==> src/rtl/status_led_pkg.sv <==
// Shared types and constants for the multi-channel status LED block.
// Mode and blink-code state encodings live here.
package status_led_pkg;

  typedef enum logic [2:0] {
    MODE_OFF     = 3'd0,
    MODE_ON      = 3'd1,
    MODE_BREATHE = 3'd2,
    MODE_BLINK   = 3'd3,
    MODE_CODE    = 3'd4
  } led_mode_t;

  typedef enum logic [1:0] {
    ST_IDLE,
    ST_PULSE_ON,
    ST_PULSE_OFF,
    ST_GAP
  } code_state_t;

  localparam int GAP_STEPS = 4;
  localparam int GAP_W     = $clog2(GAP_STEPS);

endpackage

==> src/rtl/status_led_array_if.sv <==
// Per-channel mode/code controls and LED outputs.
// The controller side drives mode/code, the LED block drives LED.
interface status_led_array_if #(
  parameter int CHANNELS = 4
);

  logic [3*CHANNELS-1:0] mode;
  logic [4*CHANNELS-1:0] code;
  logic [CHANNELS-1:0]   LED;

  modport master (
    output mode,
    output code,
    input  LED
  );

  modport slave (
    input  mode,
    input  code,
    output LED
  );

endinterface

==> src/rtl/status_led_channel.sv <==
// One LED channel: PWM accumulator, blink-code FSM, LED register.
// Leaving CODE mode drops the FSM to IDLE on the next clock.
module status_led_channel
  import status_led_pkg::*;
#(
  parameter int PWM_BITS = 5
) (
  input  logic                clk,
  input  logic                reset_n,
  input  logic [2:0]          mode,
  input  logic [3:0]          code,
  input  logic                step_tick,
  input  logic                blink_lvl,
  input  logic [PWM_BITS-1:0] duty,
  output logic                led
);

  led_mode_t   mode_e;
  code_state_t state_q, state_d;
  logic [3:0]  rem_q, rem_d;
  logic [GAP_W-1:0] gap_q, gap_d;
  logic [PWM_BITS:0] acc_q, acc_d;
  logic        led_q, led_d;

  assign mode_e = led_mode_t'(mode);
  assign led    = led_q;

  // Blink-code sequencer: advances only on step_tick while in CODE mode.
  always_comb begin
    state_d = state_q;
    rem_d   = rem_q;
    gap_d   = gap_q;
    if (mode_e != MODE_CODE) begin
      state_d = ST_IDLE;
      rem_d   = '0;
      gap_d   = '0;
    end else if (step_tick) begin
      unique case (state_q)
        ST_IDLE: begin
          if (code != '0) begin
            rem_d   = code;
            state_d = ST_PULSE_ON;
          end
        end
        ST_PULSE_ON: begin
          rem_d   = rem_q - 4'd1;
          state_d = ST_PULSE_OFF;
        end
        ST_PULSE_OFF: begin
          if (rem_q == '0) begin
            gap_d   = GAP_W'(GAP_STEPS - 1);
            state_d = ST_GAP;
          end else begin
            state_d = ST_PULSE_ON;
          end
        end
        ST_GAP: begin
          if (gap_q == '0) state_d = ST_IDLE;
          else             gap_d   = gap_q - GAP_W'(1);
        end
        default: state_d = ST_IDLE;
      endcase
    end
  end

  // PWM accumulator runs in every mode; LED source picked by mode.
  always_comb begin
    acc_d = {1'b0, acc_q[PWM_BITS-1:0]} + {1'b0, duty};
    led_d = 1'b0;
    case (mode_e)
      MODE_ON:      led_d = 1'b1;
      MODE_BREATHE: led_d = acc_q[PWM_BITS];
      MODE_BLINK:   led_d = blink_lvl;
      MODE_CODE:    led_d = (state_q == ST_PULSE_ON);
      default:      led_d = 1'b0;
    endcase
  end

  // Channel state registers.
  always_ff @(posedge clk or negedge reset_n) begin
    if (!reset_n) begin
      state_q <= ST_IDLE;
      rem_q   <= '0;
      gap_q   <= '0;
      acc_q   <= '0;
      led_q   <= 1'b0;
    end else begin
      state_q <= state_d;
      rem_q   <= rem_d;
      gap_q   <= gap_d;
      acc_q   <= acc_d;
      led_q   <= led_d;
    end
  end

endmodule

==> src/rtl/status_led_array.sv <==
// Multi-channel status LED driver on one shared free-running timebase.
// Channels in the same mode stay phase-aligned through the shared counter.
module status_led_array
  import status_led_pkg::*;
#(
  parameter int CHANNELS = 4,
  parameter int PWM_BITS = 5,
  parameter int DIV      = 1
) (
  input logic              clk,
  input logic              reset_n,
  status_led_array_if.slave bus
);

  localparam int CW = 26 + DIV;

  if (DIV > 5 || CW < PWM_BITS + 2 ||
      CHANNELS < 1 || CHANNELS > 16 ||
      PWM_BITS < 3 || PWM_BITS > 8) begin : g_param_err
    $error("status_led_array: illegal parameter set");
  end

  logic [CW-1:0]       cnt_q, cnt_d;
  logic                step_tick;
  logic                blink_lvl;
  logic [PWM_BITS-1:0] ramp;
  logic [PWM_BITS-1:0] duty;
  logic [CHANNELS-1:0] led;

  assign step_tick = &cnt_q[CW-3:0];
  assign blink_lvl = cnt_q[CW-1];
  assign ramp      = cnt_q[CW-2 -: PWM_BITS];
  assign duty      = blink_lvl ? ramp : ~ramp;
  assign bus.LED   = led;

  // Free-running timebase, wraps naturally.
  always_comb begin
    cnt_d = cnt_q + CW'(1);
  end

  // Timebase register.
  always_ff @(posedge clk or negedge reset_n) begin
    if (!reset_n) cnt_q <= '0;
    else          cnt_q <= cnt_d;
  end

  for (genvar i = 0; i < CHANNELS; i++) begin : g_ch
    status_led_channel #(
      .PWM_BITS (PWM_BITS)
    ) u_ch (
      .clk       (clk),
      .reset_n   (reset_n),
      .mode      (bus.mode[3*i +: 3]),
      .code      (bus.code[4*i +: 4]),
      .step_tick (step_tick),
      .blink_lvl (blink_lvl),
      .duty      (duty),
      .led       (led[i])
    );
  end

endmodule

==> src/flat_wrapper.sv <==
// flat-port wrapper written by rule: the top's interface ports become plain ports
module status_led_array_flat import status_led_pkg::*;
#(
  parameter int CHANNELS = 4,
  parameter int PWM_BITS = 5,
  parameter int DIV      = 1
)
  (clk, reset_n, bus_mode, bus_code, bus_LED);
  status_led_array_if #(.CHANNELS(CHANNELS)) bus_i ();
  input logic clk;
  input logic reset_n;
  input wire logic [$bits(bus_i.mode)-1:0] bus_mode;
  input wire logic [$bits(bus_i.code)-1:0] bus_code;
  output wire logic [$bits(bus_i.LED)-1:0] bus_LED;
  assign bus_i.mode = bus_mode;
  assign bus_i.code = bus_code;
  assign bus_LED = bus_i.LED;
  status_led_array #(.CHANNELS(CHANNELS), .PWM_BITS(PWM_BITS), .DIV(DIV)) u_core (.clk(clk), .reset_n(reset_n), .bus(bus_i));
endmodule
==> config.mk <==
export PLATFORM = sky130hd
export DESIGN_NAME = status_led_array_flat
export DESIGN_NICKNAME = d
export VERILOG_FILES = /design/src/rtl/status_led_pkg.sv /design/src/rtl/status_led_array_if.sv /design/src/rtl/status_led_channel.sv /design/src/rtl/status_led_array.sv /design/src/flat_wrapper.sv
export SDC_FILE = /design/constraint.sdc
export NUM_CORES = 1
export LEC_CHECK = 0
export ABC_AREA = 1
export CAP_MARGIN = 30
export CORE_ASPECT_RATIO = 0.8
export CORE_MARGIN = 2
export CORE_UTILIZATION = 30
export CTS_BUF_LIST = sky130_fd_sc_hd__clkbuf_4 sky130_fd_sc_hd__clkbuf_8 sky130_fd_sc_hd__clkbuf_16
export DETAILED_ROUTE_END_ITERATION = 10
export PLACE_DENSITY = 0.59
export SYNTH_ARGS = -nofsm -noshare
export SYNTH_HDL_FRONTEND = slang
export SYNTH_SLANG_ARGS = --single-unit
==> constraint.sdc <==
create_clock -name clk -period 2 [get_ports clk]
set_input_delay 0.4 -clock clk [delete_from_list [all_inputs] [get_ports clk]]
set_output_delay 0.4 -clock clk [all_outputs]
set_load 0.01 [all_outputs]
==> Yosys cells after proc, flatten, opt, wreduce, memory -nomap -nowiden <==
Cells that the tools add are included.
{ "word_totals": {"ff_bits": 87, "input_bits": 30, "output_inout_bits": 4, "wordCells": 189} }
{ "op_classes": {"n_addsub": 13, "eq_ne": 48, "mux": 65, "bitwise": 1, "reduce_logical": 41} }
{ "ops": {"columns": ["op", "n"], "rows": [
  ["2-bit two-way mux", 36],
  ["3-bit inequality test, second input constant", 20],
  ["4-bit two-way mux", 12],
  ["2-bit case mux with 4 select lines", 4],
  ["4-bit case mux with 2 select lines", 4],
  ["27-bit by 1-bit adder with 27-bit output, second input constant", 1],
  ["25-bit AND reduction", 1],
  ["5-bit by 5-bit adder with 6-bit output", 4],
  ["3-bit by 2-bit == test with 1-bit output, second input constant", 8],
  ["3-bit AND reduction", 8],
  ["3-bit nonzero test", 8],
  ["2-bit == test, second input constant", 8],
  ["2-bit logical NOT", 8],
  ["4-bit logical NOT", 4],
  ["1-bit case mux with 4 select lines", 4],
  ["2-bit case mux with 2 select lines", 4],
  ["4-bit AND reduction", 4],
  ["4-bit nonzero test", 4],
  ["4-bit by 1-bit subtractor with 4-bit output, second input constant", 4],
  ["3-bit by 1-bit == test with 1-bit output, second input constant", 4],
  ["3-bit == test, second input constant", 4],
  ["2-bit by 1-bit == test with 1-bit output, second input constant", 4],
  ["2-bit nonzero test", 4],
  ["2-bit by 1-bit subtractor with 2-bit output, second input constant", 4],
  ["2 further kinds", 2]
]} }

==> Longest topological paths before layout <==
Gate-level depths: netlist (run 1).
{ "depth": {"word_depth": 5, "depth_mapped": 11, "depth_no_buf": 10} }

==> Hierarchy <==
A second synthesis (run 1) with hierarchy kept.
{ "unflattened": {"hier_cells": 675, "area_unflattened_um2": 5446.5} }
{ "modules_own_cells": {"columns": ["module", "instances", "cells_each", "area_per_inst_um2", "seq_area_each_um2"], "rows": [
  ["status_led_channel (u_core.g_ch[0].u_ch ...)", 2, 120, 989.7, 375.4],
  ["status_led_array", 1, 187, 1473.9, 675.6],
  ["status_led_channel (u_core.g_ch[3].u_ch)", 1, 128, 1019.7, 375.4],
  ["status_led_channel (u_core.g_ch[1].u_ch)", 1, 120, 973.4, 375.4]
]} }

==> Worst setup path after synthesis (run 1) <==
Ideal clock, no wire load.
{ "synth_path": {"path_kind": "reg2reg", "from": "reg u_core.cnt_q[26]", "to": "reg u_core.g_ch[2].u_ch.acc_q[4]", "setup_time_ps": 122, "t_arrival_ps": 1838, "required_ps": 1878, "slack_ps": 40, "path_stages_with_launch": 8, "n_path_buf": 1, "period_less_slack_ps": 1960, "path_cell_list": "dfrtp_1 > buf_2 > xor2_1 > inv_1 > fa_1 > nand3_1 > nand2_1 > xor2_1"} }
{ "synth_via": {"elab_chain_len": 2} }
{ "synth_rtl": {"columns": ["item", "line_no", "text"], "rows": [
  ["start: declaration", "status_led_array.sv:23", "logic [CW-1:0] cnt_q, cnt_d;"],
  ["start signal: assignment", "status_led_array.sv:44", "else cnt_q <= cnt_d;"],
  ["5-bit two-way mux", "status_led_array.sv:33", "assign duty = blink_lvl ? ramp : ~ramp;"],
  ["5-bit by 5-bit adder with 6-bit output", "status_led_channel.sv:68", "acc_d = {1'b0, acc_q[PWM_BITS-1:0]} + {1'b0, duty};"],
  ["net u_core.g_ch[2].u_ch.acc_d[4]", "status_led_channel.sv:22", "logic [PWM_BITS:0] acc_q, acc_d;"],
  ["end signal: assignment", "status_led_channel.sv:85", "acc_q <= '0;"],
  ["end signal: assignment", "status_led_channel.sv:91", "acc_q <= acc_d;"],
  ["end: declaration", "status_led_channel.sv:22", null]
]} }
The timed path passes the listed nets, and every way through them passes these cells.
A chain may end at the register's enable or synchronous reset.

==> Final worst setup path (run 1) <==
{ "layout_path": {"from": "reg u_core.cnt_q[26]", "to": "reg u_core.g_ch[1].u_ch.acc_q[5]"} }
{ "layout_via": {"elab_chain_len": 2} }
{ "layout_rtl": {"columns": ["item", "line_no"], "rows": [
  ["5-bit two-way mux", "status_led_array.sv:33"],
  ["5-bit by 5-bit adder with 6-bit output", "status_led_channel.sv:68"],
  ["net u_core.g_ch[1].u_ch.acc_d[5]", "status_led_channel.sv:22"],
  ["end signal: assignment", "status_led_channel.sv:85"],
  ["end signal: assignment", "status_led_channel.sv:91"],
  ["end: declaration", "status_led_channel.sv:22"]
]} }
The timed path passes the listed nets, and every way through them passes these cells.

==> impl_metrics.tcl, run 1 <==
set metrics [dict create \
    syn_to_final_growth_pct 20.8 \
    dr_total_vias 4061 \
    ys_ff_latch 87 \
    timing.final.crit_share 0.921 \
    crit_end "u_core.g_ch[1].u_ch.acc_q[5]$_DFF_PN0_" \
    htree_levels 3 \
    yosys_warnings 0 \
    synth_nets 711 \
    final_net_count 769 \
    final_cell_mix "nand2_1 (146), dfrtp_1 (87), inv_1 (74)" \
    ant_nets 0 \
    grt_max_degree 34 \
    worst_skew_pair.late_latency_ps 350 \
    cts_tree "yes" \
    maxSlewHeadroom 0.702 \
    yosysUniqueCellTypes 29 \
    cts_sinks 87 \
    p_leak_nw 3.06 \
    path_max_fanout 9 \
    postSynthCellCount 644 \
    gr-total-overflow 0 \
    wl_um 10500 \
    worst_path_max_delay_cell "dfrtp_1" \
    start_util 0.305 \
    viasPerCell 4.36 \
    antenna_found_initial 0 \
    first_pass_iters 4 \
    rr_startpoint "u_core.cnt_q[26]$_DFF_PN0_" \
    post-route-util 0.368 \
    crit_path_end_kind "register" \
    reg2regPathDepth 7 \
    gr-usage-met2 0.179 \
    die_x_um 152 \
    hold_path_class "reg2reg" \
    setup_violations 0 \
    met1_usage 0.176 \
    diodes 0 \
    grt.total_usage 0.122 \
    fin_skew_ps 13.9 \
    path_buf_inv 1 \
    tns_ps 0 \
    cp-start-kind "register" \
    ys_seq_area_frac 0.413 \
    ioPinCount 34 \
    crit_start "u_core.cnt_q[26]$_DFF_PN0_" \
    first_global_vias 3905 \
    final_common_cell "nand2_1" \
    worst_pin_slew_ps 446 \
    place_congestion 0.809 \
    fp.dieH_um 123 \
    ctsRootBufferMaster "clkbuf_16" \
    drv_slew 0 \
    hold_slack_ps 474 \
    regToRegEndpoint "u_core.g_ch[1].u_ch.acc_q[5]$_DFF_PN0_" \
    max_stage_delay_ps 430 \
    cp_num_cells 7 \
    fin_ws_ps 158 \
    hpwlAfterDp_um 8000 \
    drc 0 \
    die_area_um2 18600 \
    drive_gt1_frac 0.110 \
    grt_most_used_layer "met2" \
    clkTransAtPathRegs_ps 60 \
    met3_usage 0.0328 \
    clock_path_buffers 2 \
    wl_per_cell_um 11.3 \
    cp.required_ps 2230 \
    drv_cap 0 \
    crit_type "reg2reg" \
    core-area_um2 17300 \
    num_rows 43 \
    path_common_cell "a21oi_1" \
    cp.arrival_ps 2070 \
    fmax_ghz 0.543 \
    status "finished, final reports clean" \
    numCtsBuffers 9 \
    power_density_nw_per_um2 641 \
    ir_drop_uv 323 \
    worstPathCellList "buf_12 -> xnor2_2 -> ha_1 -> a21oi_1 -> nand2_1 -> a21oi_1 -> o21bai_1" \
    period_needed_ps 1840 \
    hold_viol 0 \
    port_buffers 33 \
    grt_pass1_wl_um 18500 \
    rrSetupSlack_ps 160 \
    drt-initial-drc-count 204 \
    netlist_area_um2 5270 \
    dpl_worst_slack_ps 10.6 \
    p_total_w 0.00408 \
    rsz0062_at_grt "yes" \
    synth.avg_cell_area_um2 8.18 \
    cp_top_family "flip-flops" \
]
layer usage:
metal  vias to the layer above  routed length [um]
li1                       2179                   -
met1                      1832                5710
met2                        44                4380
met3                         6                 309
met4                         0                  97
met5                         -                   0
synthesized netlist by cell type:
master    instances  area share
dfrtp_1          87        0.41
nand3b_1          5      0.0071
nand3_2           4      0.0076
nor3_2            1      0.0019
nand3_1          62       0.059
nor2_8            1      0.0038
nor3_1            6      0.0057
buf_4             4      0.0057
ha_1             33       0.078
xor2_1           22       0.037
nor2_1           73       0.052
inv_1            74       0.053
nand2_1         146        0.10
a21oi_1          37       0.035
xnor2_1          21       0.035
nand2_2           9       0.011
o32ai_1           4      0.0067
buf_8             4       0.011
nand4_1           5      0.0059
o21ai_0          15       0.014
nor3b_1           1      0.0014
nor2_2            3      0.0036
inv_2             6      0.0043
nor2_4            2      0.0043
o21bai_1          4      0.0057
fa_1              4       0.015
buf_2             1     0.00095
or2_2             4      0.0048
nand2_4           6       0.013
where the power goes:
group	internal, W	total, W	switching, W
combinational	0.000150	0.000329	0.000179
sequential	0.00179	0.00181	0.0000232
clock	0.00122	0.00193	0.000711
worst min path at each step:
| stage | start | to | depth (start not counted) | slack, ps |
|---|---|---|---|---|
| 6_report | u_core.g_ch[1].u_ch.gap_q[1]$_DFFE_PN0P_ | u_core.g_ch[1].u_ch.gap_q[1]$_DFFE_PN0P_ | 2 | 470 |
| 5_1_grt | u_core.g_ch[2].u_ch.gap_q[1]$_DFFE_PN0P_ | u_core.g_ch[2].u_ch.gap_q[1]$_DFFE_PN0P_ | 2 | 490 |
| 4_1_cts | u_core.g_ch[1].u_ch.gap_q[1]$_DFFE_PN0P_ | u_core.g_ch[1].u_ch.gap_q[1]$_DFFE_PN0P_ | 2 | 480 |
| 3_5_place_dp | reset_n | u_core.cnt_q[8]$_DFF_PN0_ | 1 | 350 |
| 3_3_place_gp | reset_n | u_core.cnt_q[8]$_DFF_PN0_ | 1 | 340 |
| 2_1_floorplan | reset_n | u_core.cnt_q[0]$_DFF_PN0_ | 0 | 100 |
cell families after synthesis:
logic type               Yosys count  share of synthesized area
AO/OA/AOI/OAI                     60                     0.0618
XOR/XNOR                          43                     0.0715
adder cells (fa/ha/maj)           37                     0.0936
buffers and inverters             89                     0.0751
flip-flops                        87                      0.413
AND/OR/NAND/NOR                  328                      0.285
tightest hold or removal path: cells and delay by family (launching register included):
| kind | cells | cell delay [ps] |
|---|---|---|
| flops | 1 | 340 |
| simple gates | 2 | 100 |
state kept, by name, indices dropped and copies added, names as in the netlist:
signal and count:
u_core.cnt_q 27, u_core.g_ch.u_ch.acc_q 24, u_core.g_ch.u_ch.rem_q 16, u_core.g_ch.u_ch.gap_q 8, u_core.g_ch.u_ch.state_q 8, u_core.g_ch.u_ch.led 4
metrics by stage:
stage / instance area (um^2) / cells
2_1_floorplan: 5270 / 644
3_3_place_gp: 5980 / 915
3_5_place_dp: 5980 / 915
4_1_cts: 6340 / 932
5_1_grt: 6360 / 932
6_report: 6360 / 932
what timing repair did:
| action | in CTS | in global routing |
|---|---|---|
| endpoints found under the hold margin | 23 | 0 |
| setup buffers | 0 | 0 |
| setup endpoints to repair | 0 | 9 |
| resized for setup | 0 | 4 |
| hold buffers | 1 | 0 |
cell type report:
class,count,area [um^2]
fillers,1763,10900
multi-input cells,468,2720
flip-flops and latches,87,2180
repair buffers,56,541
inverters,80,300
well taps,225,282
clock buffers,9,225
clock inverters,7,119
No activity file was read; power rests on OpenSTA's default activity.
==> inputs of run 2 (changes only) <==
PLACE_DENSITY = 0.57   (was 0.59)
==> run 2 against run 1 <==
Against the previous run: worst hold slack got worse by 3.1 ps; critical path type unchanged; via count fell by 0.27%; wire length fell by 1.1%; critical path depth fell by 1; highest routed layer unchanged; non-clock buffer count did not move; register-to-register slack got worse by 40 ps; final area fell by 1.0%; total power fell by 5.8%; sequential cell count did not move; global-route usage barely moved; clock skew fell by 4.4 ps.
==> impl_metrics.tcl, run 2 (synthesized netlist as in run 1, its figures left out) <==
set metrics [dict create \
    status "finished, final reports clean" \
    cts_tree "yes" \
    drive_gt1_frac 0.113 \
    placed_cells 915 \
    num_rows 43 \
    grt.total_usage 0.122 \
    power.switching_w 0.000919 \
    tns_ps 0 \
    numCtsBuffers 9 \
    drv_slew 0 \
    worst_skew_pair.late_latency_ps 340 \
    worstPathCellList "buf_4 -> xor2_1 -> buf_4 -> fa_1 -> o21ai_0 -> xor2_1" \
    regMostFlops "u_core.cnt_q" \
    diodes 0 \
    dr_total_vias 4050 \
    ioPinCount 34 \
    reg2regPathDepth 6 \
    p_comb_frac 0.084 \
    hpwlAfterDp_um 8070 \
    power_frac_seq 0.473 \
    worstHoldEndpoint "u_core.g_ch[2].u_ch.gap_q[1]$_DFFE_PN0P_" \
    grt_max_degree 34 \
    fillers 1793 \
    drv_cap 0 \
    cp_top_family "flip-flops" \
    switching_share 0.239 \
    cts_setup_buffers 0 \
    first_global_vias 4069 \
    rrSetupSlack_ps 120 \
    period_needed_ps 1880 \
    place_congestion 0.830 \
    clkTransAtPathRegs_ps 70 \
    setup_violations 0 \
    core-area_um2 17300 \
    hold_path_depth 2 \
    crit_path_end_kind "register" \
    path_max_fanout 5 \
    htree_levels 3 \
    die_area_um2 18600 \
    first_pass_iters 4 \
    maxSlewHeadroom 0.724 \
    ir_drop_uv 427 \
    largest_register_ffs 27 \
    timing.final.crit_share 0.941 \
    cp.arrival_ps 2140 \
    start_util 0.305 \
    placed_area_um2 5960 \
    dpl_worst_slack_ps -15.4 \
    hold_viol 0 \
    post-route-util 0.365 \
    max_stage_delay_ps 460 \
    worst_pin_slew_ps 412 \
    gr-total-overflow 0 \
    clock_path_buffers 2 \
    fin_skew_ps 9.49 \
    fp.dieH_um 123 \
    regToRegEndpoint "u_core.g_ch[3].u_ch.acc_q[4]$_DFF_PN0_" \
    clkPwrFrac 0.443 \
    rsz0062_at_grt "no" \
    final_cell_mix "nand2_1 (146), dfrtp_1 (86), inv_1 (73), nor2_1 (73), nand3_1 (62)" \
    finalNonFillerCells 932 \
    fin_ws_ps 117 \
    ctsRootBufferMaster "clkbuf_16" \
    rr_startpoint "u_core.cnt_q[26]$_DFF_PN0_" \
    port_buffers 33 \
    p_leak_nw 3.03 \
    path_buf_inv 2 \
    final_common_cell "nand2_1" \
    cp.required_ps 2260 \
    crit_start "u_core.cnt_q[26]$_DFF_PN0_" \
    final_net_count 769 \
    syn_to_final_growth_pct 19.6 \
    ant_nets 0 \
    fmax_ghz 0.531 \
    grt_pass1_wl_um 18600 \
    crit_type "reg2reg" \
    reg_top3 "u_core.cnt_q x27, u_core.g_ch.u_ch.acc_q x24, u_core.g_ch.u_ch.rem_q x16" \
    wl_um 10400 \
    die_x_um 152 \
    drt-initial-drc-count 179 \
    cp-start-kind "register" \
    drc 0 \
    wl_per_cell_um 11.1 \
    hold_start "u_core.g_ch[2].u_ch.gap_q[1]$_DFFE_PN0P_" \
    worst_path_max_delay_cell "dfrtp_2" \
    finalInstanceArea_um2 6300 \
    power_density_nw_per_um2 610 \
    viasPerCell 4.35 \
    hold_path_class "reg2reg" \
    antenna_found_initial 0 \
    p_int_w 0.00292 \
    cts_sinks 87 \
]
-- run 2: per-layer routing --
| layer | wire (um) | up-vias | share of wire | GRT usage |
|---|---|---|---|---|
| li1 | - | 2171 | - | - |
| met1 | 5660 | 1826 | 0.54 | 0.174 |
| met2 | 4310 | 44 | 0.42 | 0.184 |
| met3 | 299 | 9 | 0.029 | 0.0318 |
| met4 | 114 | 0 | 0.011 | 0.0333 |
| met5 | 0 | - | 0 | 0 |
-- run 2: stage by stage --
| step | power (W) | hold slack [ps] |
|---|---|---|
| after global routing | 0.00403 | 490 |
| after floorplan | 0.00202 | 104 |
| after CTS | 0.00392 | 475 |
| after global placement | 0.00217 | 327 |
| after detailed placement | 0.00217 | 331 |
| final | 0.00384 | 471 |
-- run 2: tightest hold or removal path, cell delays in order (launching register included) --
cell and delay (ps):
dfrtp_1 350, nand2_1 50, nand2_1 40
-- run 2: timing repair --
action	in CTS	in global routing
hold buffers	1	0
hold endpoints to repair	21	0
gates resized for setup	2	3
endpoints found under the setup margin	3	7
-- run 2: worst max path at each step --
stage	slack, ps	end	cells past startpoint
floorplan	40	u_core.g_ch[2].u_ch.acc_q[4]$_DFF_PN0_	7
global placement	20	u_core.g_ch[0].u_ch.acc_q[4]$_DFF_PN0_	6
detailed placement	-20	u_core.g_ch[0].u_ch.acc_q[4]$_DFF_PN0_	6
CTS	50	u_core.g_ch[0].u_ch.acc_q[5]$_DFF_PN0_	6
global route	3	u_core.g_ch[0].u_ch.acc_q[5]$_DFF_PN0_	8
finish	120	u_core.g_ch[3].u_ch.acc_q[4]$_DFF_PN0_	6
-- run 2: final cells by class --
class	count	area (um^2)	share of cell area
multi-input combinational	468	2720	0.431
tap	225	282	0.0447
sequential	87	2180	0.346
clock inverter	7	78.8	0.0125
timing repair buffer	56	515	0.0819
inverter	80	300	0.0477
clock buffer	9	225	0.0358
-- run 2: power groups by stage --
stage | Sequential [W] | Combinational, W | Clock, W
final | 0.00182 | 0.000321 | 0.00170
after global routing | 0.00182 | 0.000370 | 0.00184
after CTS | 0.00182 | 0.000328 | 0.00178
after detailed placement | 0.00185 | 0.000325 | 0
after global placement | 0.00185 | 0.000324 | 0
after floorplan | 0.00184 | 0.000180 | 0
==> inputs of run 3 (changes only) <==
CELL_PAD_IN_SITES_DETAIL_PLACEMENT = 0   (was unset)
CELL_PAD_IN_SITES_GLOBAL_PLACEMENT = 2   (was unset)
PLACE_DENSITY = 0.8   (was 0.57)
==> run 3 against run 2 <==
Against the previous run: clock power shrank 6%; worst hold slack lost 460 ps; wire length up 11%; final area decreased by 0.46%; sequential power hardly changed; highest routed layer unchanged; via count is 2.8% higher; non-clock buffer count decreased by 1.
==> impl_metrics.tcl, run 3 (synthesized netlist as in run 1, its figures left out) <==
set metrics [dict create \
    path_max_fanout 9 \
    hold_viol 0 \
    maxSlewHeadroom 0.672 \
    cts_hold_buf 0 \
    wl_per_cell_um 12.3 \
    drive_gt1_frac 0.109 \
    die_area_um2 18600 \
    worstPathCellList "buf_12 -> xor2_1 -> inv_1 -> fa_1 -> nand3_1 -> nand2_1 -> xor2_1" \
    setup_violations 0 \
    gr-total-overflow 0 \
    cp-start-kind "register" \
    cp.required_ps 2230 \
    diodes 0 \
    die_x_um 152 \
    syn_to_final_growth_pct 19.0 \
    final_common_cell "nand2_1" \
    core-area_um2 17300 \
    power_density_nw_per_um2 596 \
    rsz0062_at_grt "no" \
    grt.total_usage 0.134 \
    regMostFlops "u_core.cnt_q" \
    crit_type "reg2reg" \
    reg_top3 "u_core.cnt_q x27, u_core.g_ch.u_ch.acc_q x24, u_core.g_ch.u_ch.rem_q x16" \
    hpwlAfterDp_um 8780 \
    htree_levels 3 \
    p_leak_nw 3.03 \
    hold_path_class "in2async" \
    path_common_cell "xor2_1" \
    ctsRootBufferMaster "clkbuf_16" \
    drt-initial-drc-count 255 \
    drc 0 \
    fmax_ghz 0.540 \
    final_net_count 768 \
    ir_drop_uv 384 \
    cp_top_family "adder cells" \
    worst_skew_pair.late_latency_ps 340 \
    tns_ps 0 \
    viasPerCell 4.48 \
    crit_path_end_kind "register" \
    cts_sinks 87 \
    fin_skew_ps 8.87 \
    timing.final.crit_share 0.925 \
    period_needed_ps 1850 \
    first_pass_iters 5 \
    drv_slew 0 \
    max_stage_delay_ps 470 \
    largest_register_ffs 27 \
    dpl_worst_slack_ps -5.47 \
    drv_cap 0 \
    grt_max_degree 38 \
    path_buf_inv 2 \
    status "finished, final reports clean" \
    start_util 0.305 \
    cts_setup_buffers 0 \
    final_cell_mix "nand2_1 (146), dfrtp_1 (87), inv_1 (74)" \
    fp.dieH_um 123 \
    cp.arrival_ps 2080 \
    grt_pass1_wl_um 20200 \
    p_total_w 0.00373 \
    cts_tree "yes" \
    ant_nets 0 \
    worst_pin_slew_ps 493 \
    wl_um 11500 \
    worst_path_max_delay_cell "fa_1" \
    ioPinCount 34 \
    antenna_found_initial 0 \
    fillers 1749 \
    place_congestion 0.811 \
    num_rows 43 \
    clock_path_buffers 2 \
    post-route-util 0.363 \
    fin_ws_ps 149 \
    first_global_vias 4153 \
    port_buffers 33 \
    clkTransAtPathRegs_ps 60 \
    numCtsBuffers 9 \
    dr_total_vias 4165 \
]
[run 3: cell type report]
class / instances / area, um^2 / share of cell area
sequential: 87 / 2180 / 0.347
clock buffer: 14 / 269 / 0.0429
clock inverter: 1 / 5.00 / 0.000799
multi-input combinational: 468 / 2720 / 0.433
inverter: 80 / 300 / 0.0479
timing repair buffer: 55 / 518 / 0.0827
tap: 225 / 282 / 0.0449
[run 3: repair_timing]
item | 4_1_cts | 5_1_grt
endpoints found under the setup margin | 2 | 2
hold endpoints to repair | 0 | 0
pin swaps | 0 | 1
gates resized for setup | 3 | 1
[run 3: final timing paths]
| kind | from | end | slack [ps] | cells after the start |
|---|---|---|---|---|
| min reg2reg | u_core.g_ch[2].u_ch.rem_q[0]$_DFFE_PN0P_ | u_core.g_ch[2].u_ch.rem_q[0]$_DFFE_PN0P_ | 480 | 2 |
| max | u_core.cnt_q[26]$_DFF_PN0_ | u_core.g_ch[2].u_ch.acc_q[4]$_DFF_PN0_ | 150 | 7 |
| max reg2reg | u_core.cnt_q[26]$_DFF_PN0_ | u_core.g_ch[2].u_ch.acc_q[4]$_DFF_PN0_ | 150 | 7 |
| min in group clk | u_core.g_ch[2].u_ch.rem_q[0]$_DFFE_PN0P_ | u_core.g_ch[2].u_ch.rem_q[0]$_DFFE_PN0P_ | 480 | 2 |
| max in group asynchronous | reset_n | u_core.cnt_q[0]$_DFF_PN0_ | 1390 | 2 |
| min | reset_n | u_core.g_ch[2].u_ch.rem_q[3]$_DFFE_PN0P_ | 10 | 1 |
[run 3: through the flow]
step / hold WS [ps] / std cells / cell area, um^2
2_1_floorplan: 104 / 644 / 5270
3_3_place_gp: 408 / 915 / 5970
3_5_place_dp: 401 / 915 / 5970
4_1_cts: 27.3 / 930 / 6270
5_1_grt: 42.4 / 930 / 6270
6_report: 13.2 / 930 / 6270
[run 3: power by group]
group / internal [W] / leakage (nW) / switching (W)
clock network: 0.000923 / 0.140 / 0.000663
registers: 0.00179 / 1.08 / 0.0000239
logic: 0.000147 / 1.80 / 0.000184
[run 3: layer usage]
layer  wire length (um)  GRT usage
met4                106     0.0333
met2               5150      0.217
met5                  0          0
met3                411     0.0332
met1               5810      0.181
